File: src/rtl/mac_pkg.sv
// rtl/mac_pkg.sv - shared types, default sizes and ReLU helper for the MAC array sequencer
package mac_pkg;

    localparam int MAC_WIDTH     = 8;
    localparam int MAC_ACC_WIDTH = 24;
    localparam int MAC_NUM_COL   = 4;

    typedef enum logic [2:0] {
        S_IDLE,
        S_CLEAR,
        S_LOAD,
        S_WAIT,
        S_DRAIN
    } mac_seq_state_t;

    // Callers sign-extend into 64 bits and keep the low ACC_WIDTH bits of the
    // result, so one helper covers any accumulator width up to 64.
    function automatic logic signed [63:0] relu(input logic signed [63:0] v);
        return v[63] ? 64'sd0 : v;
    endfunction

endpackage

File: src/rtl/mac_seq_drain.sv
// rtl/mac_seq_drain.sv - result capture, optional ReLU and one-column-per-beat result stream
//
// Optional feature: MAC_SEQ_RELU_EN clamps negative results to 0 at capture time.
// Ports:
//   clk, rst        clock, synchronous active-high reset
//   capture         one-cycle strobe: snapshot arr_y and start streaming
//   arr_y           packed accumulator outputs, column 0 in LSBs
//   out_valid/out_ready/out_data/out_idx/out_last  result stream
//   drain_done      handshake of the last column this cycle
module mac_seq_drain
    import mac_pkg::*;
#(
    parameter int ACC_WIDTH = MAC_ACC_WIDTH,
    parameter int NUM_COL   = MAC_NUM_COL,
    parameter int IDX_W     = $clog2(NUM_COL)
) (
    input  logic                         clk,
    input  logic                         rst,
    input  logic                         capture,
    input  logic [NUM_COL*ACC_WIDTH-1:0] arr_y,
    input  logic                         out_ready,
    output logic                         out_valid,
    output logic [ACC_WIDTH-1:0]         out_data,
    output logic [IDX_W-1:0]             out_idx,
    output logic                         out_last,
    output logic                         drain_done
);

    localparam logic [IDX_W-1:0] IDX_LAST = IDX_W'(NUM_COL - 1);
    localparam logic [IDX_W-1:0] IDX_ONE  = IDX_W'(1);

    logic [ACC_WIDTH-1:0] cap    [NUM_COL];
    logic [ACC_WIDTH-1:0] cap_in [NUM_COL];
    logic                 out_hs;

`ifdef MAC_SEQ_RELU_EN
    logic signed [63:0] relu_v;

    always_comb begin
        relu_v = 64'sd0;
        for (int c = 0; c < NUM_COL; c++) begin
            relu_v    = relu(64'(signed'(arr_y[c*ACC_WIDTH +: ACC_WIDTH])));
            cap_in[c] = relu_v[ACC_WIDTH-1:0];
        end
    end
`else
    always_comb begin
        for (int c = 0; c < NUM_COL; c++) begin
            cap_in[c] = arr_y[c*ACC_WIDTH +: ACC_WIDTH];
        end
    end
`endif

    assign out_hs     = out_valid && out_ready;
    assign out_last   = out_valid && (out_idx == IDX_LAST);
    assign drain_done = out_hs && out_last;
    assign out_data   = cap[out_idx];

    always_ff @(posedge clk) begin
        if (rst) begin
            out_valid <= 1'b0;
            out_idx   <= '0;
            for (int c = 0; c < NUM_COL; c++) cap[c] <= '0;
        end else if (capture) begin
            out_valid <= 1'b1;
            out_idx   <= '0;
            for (int c = 0; c < NUM_COL; c++) cap[c] <= cap_in[c];
        end else if (out_hs) begin
            if (out_last) begin
                out_valid <= 1'b0;
                out_idx   <= '0;
            end else begin
                out_idx <= out_idx + IDX_ONE;
            end
        end
    end

endmodule

File: src/rtl/mac_array_seq.sv
// rtl/mac_array_seq.sv - sequencer feeding mac_array operands and streaming its results
//
// Optional feature: MAC_SEQ_RELU_EN (applied inside mac_seq_drain).
// Ports:
//   clk, rst                    clock, synchronous active-high reset
//   start, len                  begin a run of len operand beats (sampled in IDLE)
//   in_valid/in_ready/in_a/in_b operand stream, column 0 in LSBs
//   arr_clr, arr_en, arr_a, arr_b, arr_y   array control, registered operands, results
//   out_valid/out_ready/out_data/out_idx/out_last  result stream, one column per beat
//   busy, done                  run in progress, one-cycle completion pulse
module mac_array_seq
    import mac_pkg::*;
#(
    parameter int WIDTH     = MAC_WIDTH,
    parameter int ACC_WIDTH = MAC_ACC_WIDTH,
    parameter int NUM_COL   = MAC_NUM_COL,
    parameter int LEN_WIDTH = 8,
    parameter int SETTLE    = 2
) (
    input  logic                         clk,
    input  logic                         rst,
    input  logic                         start,
    input  logic [LEN_WIDTH-1:0]         len,
    input  logic                         in_valid,
    output logic                         in_ready,
    input  logic [NUM_COL*WIDTH-1:0]     in_a,
    input  logic [NUM_COL*WIDTH-1:0]     in_b,
    output logic                         arr_clr,
    output logic                         arr_en,
    output logic [NUM_COL*WIDTH-1:0]     arr_a,
    output logic [NUM_COL*WIDTH-1:0]     arr_b,
    input  logic [NUM_COL*ACC_WIDTH-1:0] arr_y,
    output logic                         out_valid,
    input  logic                         out_ready,
    output logic [ACC_WIDTH-1:0]         out_data,
    output logic [$clog2(NUM_COL)-1:0]   out_idx,
    output logic                         out_last,
    output logic                         busy,
    output logic                         done
);

    localparam int SET_W = $clog2(SETTLE + 1);
    localparam logic [SET_W-1:0]     SETTLE_LAST = SET_W'(SETTLE - 1);
    localparam logic [SET_W-1:0]     SET_ONE     = SET_W'(1);
    localparam logic [LEN_WIDTH-1:0] LEN_ONE     = LEN_WIDTH'(1);

    mac_seq_state_t       state, state_next;
    logic [LEN_WIDTH-1:0] len_q;
    logic [LEN_WIDTH-1:0] beat_cnt;
    logic [SET_W-1:0]     settle_cnt;
    logic                 in_hs;
    logic                 last_beat;
    logic                 settle_end;
    logic                 drain_done;

    always_ff @(posedge clk) begin
        if (rst) state <= S_IDLE;
        else     state <= state_next;
    end

    always_comb begin
        state_next = state;
        in_ready   = 1'b0;
        arr_clr    = 1'b0;
        busy       = 1'b1;
        in_hs      = 1'b0;
        last_beat  = 1'b0;
        settle_end = 1'b0;
        case (state)
            S_IDLE: begin
                busy = 1'b0;
                if (start) state_next = S_CLEAR;
            end
            S_CLEAR: begin
                arr_clr    = 1'b1;
                state_next = (len_q == '0) ? S_WAIT : S_LOAD;
            end
            S_LOAD: begin
                in_ready  = 1'b1;
                in_hs     = in_valid;
                last_beat = in_valid && (beat_cnt + LEN_ONE == len_q);
                if (last_beat) state_next = S_WAIT;
            end
            S_WAIT: begin
                // The capture edge is also the transition into DRAIN, so the
                // first result appears SETTLE+1 cycles after the last beat.
                settle_end = (settle_cnt == SETTLE_LAST);
                if (settle_end) state_next = S_DRAIN;
            end
            S_DRAIN: begin
                if (drain_done) state_next = S_IDLE;
            end
            default: state_next = S_IDLE;
        endcase
    end

    always_ff @(posedge clk) begin
        if (rst) begin
            len_q      <= '0;
            beat_cnt   <= '0;
            settle_cnt <= '0;
            arr_en     <= 1'b0;
            arr_a      <= '0;
            arr_b      <= '0;
            done       <= 1'b0;
        end else begin
            arr_en <= in_hs;
            done   <= drain_done;
            if (state == S_IDLE && start) begin
                len_q    <= len;
                beat_cnt <= '0;
            end else if (in_hs) begin
                beat_cnt <= beat_cnt + LEN_ONE;
            end
            if (in_hs) begin
                arr_a <= in_a;
                arr_b <= in_b;
            end
            if (state == S_WAIT) settle_cnt <= settle_cnt + SET_ONE;
            else                 settle_cnt <= '0;
        end
    end

    mac_seq_drain #(
        .ACC_WIDTH (ACC_WIDTH),
        .NUM_COL   (NUM_COL),
        .IDX_W     ($clog2(NUM_COL))
    ) u_drain (
        .clk        (clk),
        .rst        (rst),
        .capture    (settle_end),
        .arr_y      (arr_y),
        .out_ready  (out_ready),
        .out_valid  (out_valid),
        .out_data   (out_data),
        .out_idx    (out_idx),
        .out_last   (out_last),
        .drain_done (drain_done)
    );

endmodule

File: config.mk
export PLATFORM = sky130hd
export DESIGN_NAME = mac_array_seq
export DESIGN_NICKNAME = d
export VERILOG_FILES = /design/src/rtl/mac_pkg.sv /design/src/rtl/mac_seq_drain.sv /design/src/rtl/mac_array_seq.sv
export SDC_FILE = /design/constraint.sdc
export NUM_CORES = 1
export LEC_CHECK = 0
export BUFFER_PORTS_ARGS = -buffer_cell sky130_fd_sc_hd__buf_2
export CAP_MARGIN = 20
export CORE_MARGIN = 5
export CORE_UTILIZATION = 50
export CTS_BUF_LIST = sky130_fd_sc_hd__clkbuf_8 sky130_fd_sc_hd__clkbuf_16
export DETAILED_ROUTE_END_ITERATION = 6
export PLACE_DENSITY = 0.8
export SYNTH_ARGS = -nofsm -noshare
export SYNTH_HDL_FRONTEND = slang
export SYNTH_HIERARCHICAL = 1
export SYNTH_SLANG_ARGS = --single-unit
File: constraint.sdc
create_clock -name clk -period 3.03 [get_ports clk]
set_input_delay 0.1515 -clock clk [delete_from_list [all_inputs] [get_ports clk]]
set_output_delay 0.1515 -clock clk [all_outputs]
set_load 0.02 [all_outputs]
==> impl_metrics.yaml <==
run_status:
  status: "finished, final reports clean"
pwr:
  power_mw: 5.55
  power_density_nw_per_um2: 503
  p_leak_nw: 4.64
  vdd.ir_drop.worst_v: 0.000339
clocking:
  h-tree-depth: 4
  clkSlewWorstSetupHoldPaths_ps: 60
  clockBufferDepth: 2
  cts-root-buf: "clkbuf_16"
  clk_latency_ps: 430
  cts_tree: "done"
  cts_setup_buffers: 0
  numCtsBuffers: 17
  numClockSinks: 188
global_routing:
  grt_pass1_wl_mm: 34.6
  antenna_found_initial: 2
  grt_pass1_vias: 6727
  grt_use_total_pct: 24.4
  grt_max_degree: 79
  grt-ovfl-total: 0
layout:
  stdcell_count: 1269
  regArea_um2: 4730
  multiInputGateArea_um2: 2720
  drive_gt1_share_pct: 30.9
  final_cell_area_um2: 11000
  fillers: 957
  area_growth_pct: 43.5
  nets: 1244
  final_util_pct: 72.9
timing:
  hold_viol_final: 0
  rsz0062_at_grt: "false"
  fmax_mhz: 428
  maxSlewViolCount: 0
  fin_skew_ps: 13.2
  fin_crit_ps: 2340
  setup_violations: 0
  fin_setup_tns_ps: 0
  finalCritPeriodShare_pct: 77.2
  tightest_slew_ps: 856
  slew_headroom_pct: 42.9
floorplan:
  die-area_um2: 18000
  row_count: 45
  io_pins: 270
  dieWidth_um: 134
  die_h_um: 134
  core_area_um2: 15100
  start_util_pct: 50.8
logic_synthesis:
  ys_seq_elements: 188
  synth_top_family_by_area: "simple AND/OR/NAND/NOR gates"
  synth_largest_area_cell: "edfxtp_1"
  syn_avg_cell_area_um2: 11.4
  synth_seq_area_share_pct: 61.4
  async_flop_share_pct: 0
  synth_nets: 851
  synthCells: 675
  yosysUniqueCellTypes: 40
  synth_area_leaders: "edfxtp_1, dfxtp_1, and2_1"
  synth-xor-area-share_pct: 1.48
  synth_ff_type: "edfxtp_1"
  synth-compound-area-share_pct: 6.71
  synth_mux_area_share_pct: 7.22
  syn_area_um2: 7700
  synthAdderAreaFrac_pct: 0.488
  synth_edf_count: 96
  yosysWarnings: 6
  synth.top_cell.area_share_pct: 37.5
  synthSimpleGateAreaFrac_pct: 19.3
worst_setup_path:
  critPathLaunchType: "flip-flop"
  arrival_ps: 2190
  crit_fanout: 24
  cp.required_ps: 2880
  critPathKind: "flip-flop to primary output"
  endpoint_kind: "primary output"
routing:
  drt_first_iter_violations: 609
  vias: 6584
  vias_per_cell: 5.19
  drt.antenna.violating_nets: 0
  drtPass1Iterations: 6
  totalWireLength_mm: 22.3
  drcViolationCount: 0
  wl_per_cell_um: 17.6
placement:
  dp_hpwl_mm: 13.1
  dp_cells: 1096
  gp_congestion: 0.838
  port_buffers: 269
  placed_area_um2: 9130
flow_run:
  drv_cap: 0
hold_path:
  holdCritPathClass: "input port to flip-flop"
area by class of cell:
class | count | area share (%)
inverters | 4 | 0.136
diodes | 2 | 0.0453
clock inverters | 13 | 0.714
repair buffers | 418 | 25.7
flip-flops and latches | 188 | 42.8
multi-input cells | 439 | 24.6
clock buffers | 17 | 3.85
well taps | 188 | 2.13
critical path, cell delays in order (launching register included):
cell	delay, ps
dfxtp_2	890
mux4_1	660
buf_2	190
flip-flops by register name, summed over array words and instances, names as in the netlist, named ones only:
| signal | count |
|---|---|
| done | 1 |
| u_drain/out_valid | 1 |
| arr_a | 32 |
| beat_cnt | 8 |
| u_drain/cap | 96 |
| len_q | 8 |
| arr_en | 1 |
| settle_cnt | 2 |
| arr_b | 32 |
| state | 3 |
| u_drain/out_idx | 2 |
metrics by stage:
step	hold WS [ps]	setup slack, ps
4_1_cts	0.0668	629
5_1_grt	5.03	519
6_report	17.8	692
2_1_floorplan	287	676
3_3_place_gp	391	1060
3_5_place_dp	397	930
cells by family (layout without fill, tap and decap cells):
kind of cell / Yosys count / count (layout)
compound gates: 97 / 97
xor+xnor: 13 / 13
fa+ha+maj: 3 / 3
buf+inv: 48 / 452
flops: 188 / 188
mux: 24 / 24
other cells: 0 / 2
simple gates: 302 / 302
per-layer routing:
layer | GRT usage, % | wire [µm] | vias to the layer above
met5 | 0 | 11 | -
met4 | 9.28 | 581 | 2
met3 | 7.99 | 2230 | 50
met2 | 41.2 | 11100 | 352
li1 | - | - | 3106
met1 | 29.3 | 8400 | 3074
report_power, final:
group / internal [mW] / leakage, nW / switching (mW) / total (mW)
combinational: 0.345 / 2.67 / 0.386 / 0.731
sequential: 2.78 / 1.74 / 0.0667 / 2.85
clock: 1.03 / 0.238 / 0.946 / 1.98
synth_stat cells, types with 4 or more instances:
master,number
a21oi_1,81
and2_1,99
and3_1,4
buf_2,9
buf_6,4
clkbuf_1,23
clkbuf_2,4
dfxtp_1,92
edfxtp_1,96
inv_1,4
mux4_1,4
mux4_2,20
nand2_1,151
nand2b_1,6
nand3_1,7
nor2_1,14
nor4_1,4
o21ai_0,7
xnor2_1,8
xor2_1,5
worst paths after layout:
path                            start                                to  slack (ps)  cells past startpoint
min                         arr_y[41]  u_drain/cap[1][17]$_SDFFCE_PN0P_          20                      2
max reg2reg     state[0]$_SDFFE_PP0P_  u_drain/cap[0][20]$_SDFFCE_PN0P_         930                      5
max                         flip-flop                      out_data[21]         690                      2
min reg2reg  settle_cnt[0]$_SDFF_PP0_          settle_cnt[0]$_SDFF_PP0_         430                      1
timing repair:
| item | 4_1_cts | 5_1_grt |
|---|---|---|
| resized for setup | 0 | 0 |
| endpoints found under the hold margin | 140 | 1 |
| hold buffers | 140 | 1 |
layout by cell type, fill, tap and decap left out, types with 4 or more instances in the layout:
cell | synthesis | layout
a21oi_1 | 81 | 81
mux4_1 | 4 | 4
and3_1 | 4 | 4
and2_1 | 99 | 98
mux4_2 | 20 | 20
nand2b_1 | 6 | 6
nor4_1 | 4 | 4
o21ai_0 | 7 | 7
xor2_1 | 5 | 5
nand3_1 | 7 | 7
nor2_1 | 14 | 14
inv_1 | 4 | 5
edfxtp_1 | 96 | 96
buf_4 | 2 | 6
dfxtp_1 | 92 | 91
xnor2_1 | 8 | 8
buf_2 | 9 | 269
dlygate4sd3_1 | 0 | 141
nand2_1 | 151 | 150
clkbuf_16 | 0 | 17
No activity file was read; power rests on OpenSTA's default activity.
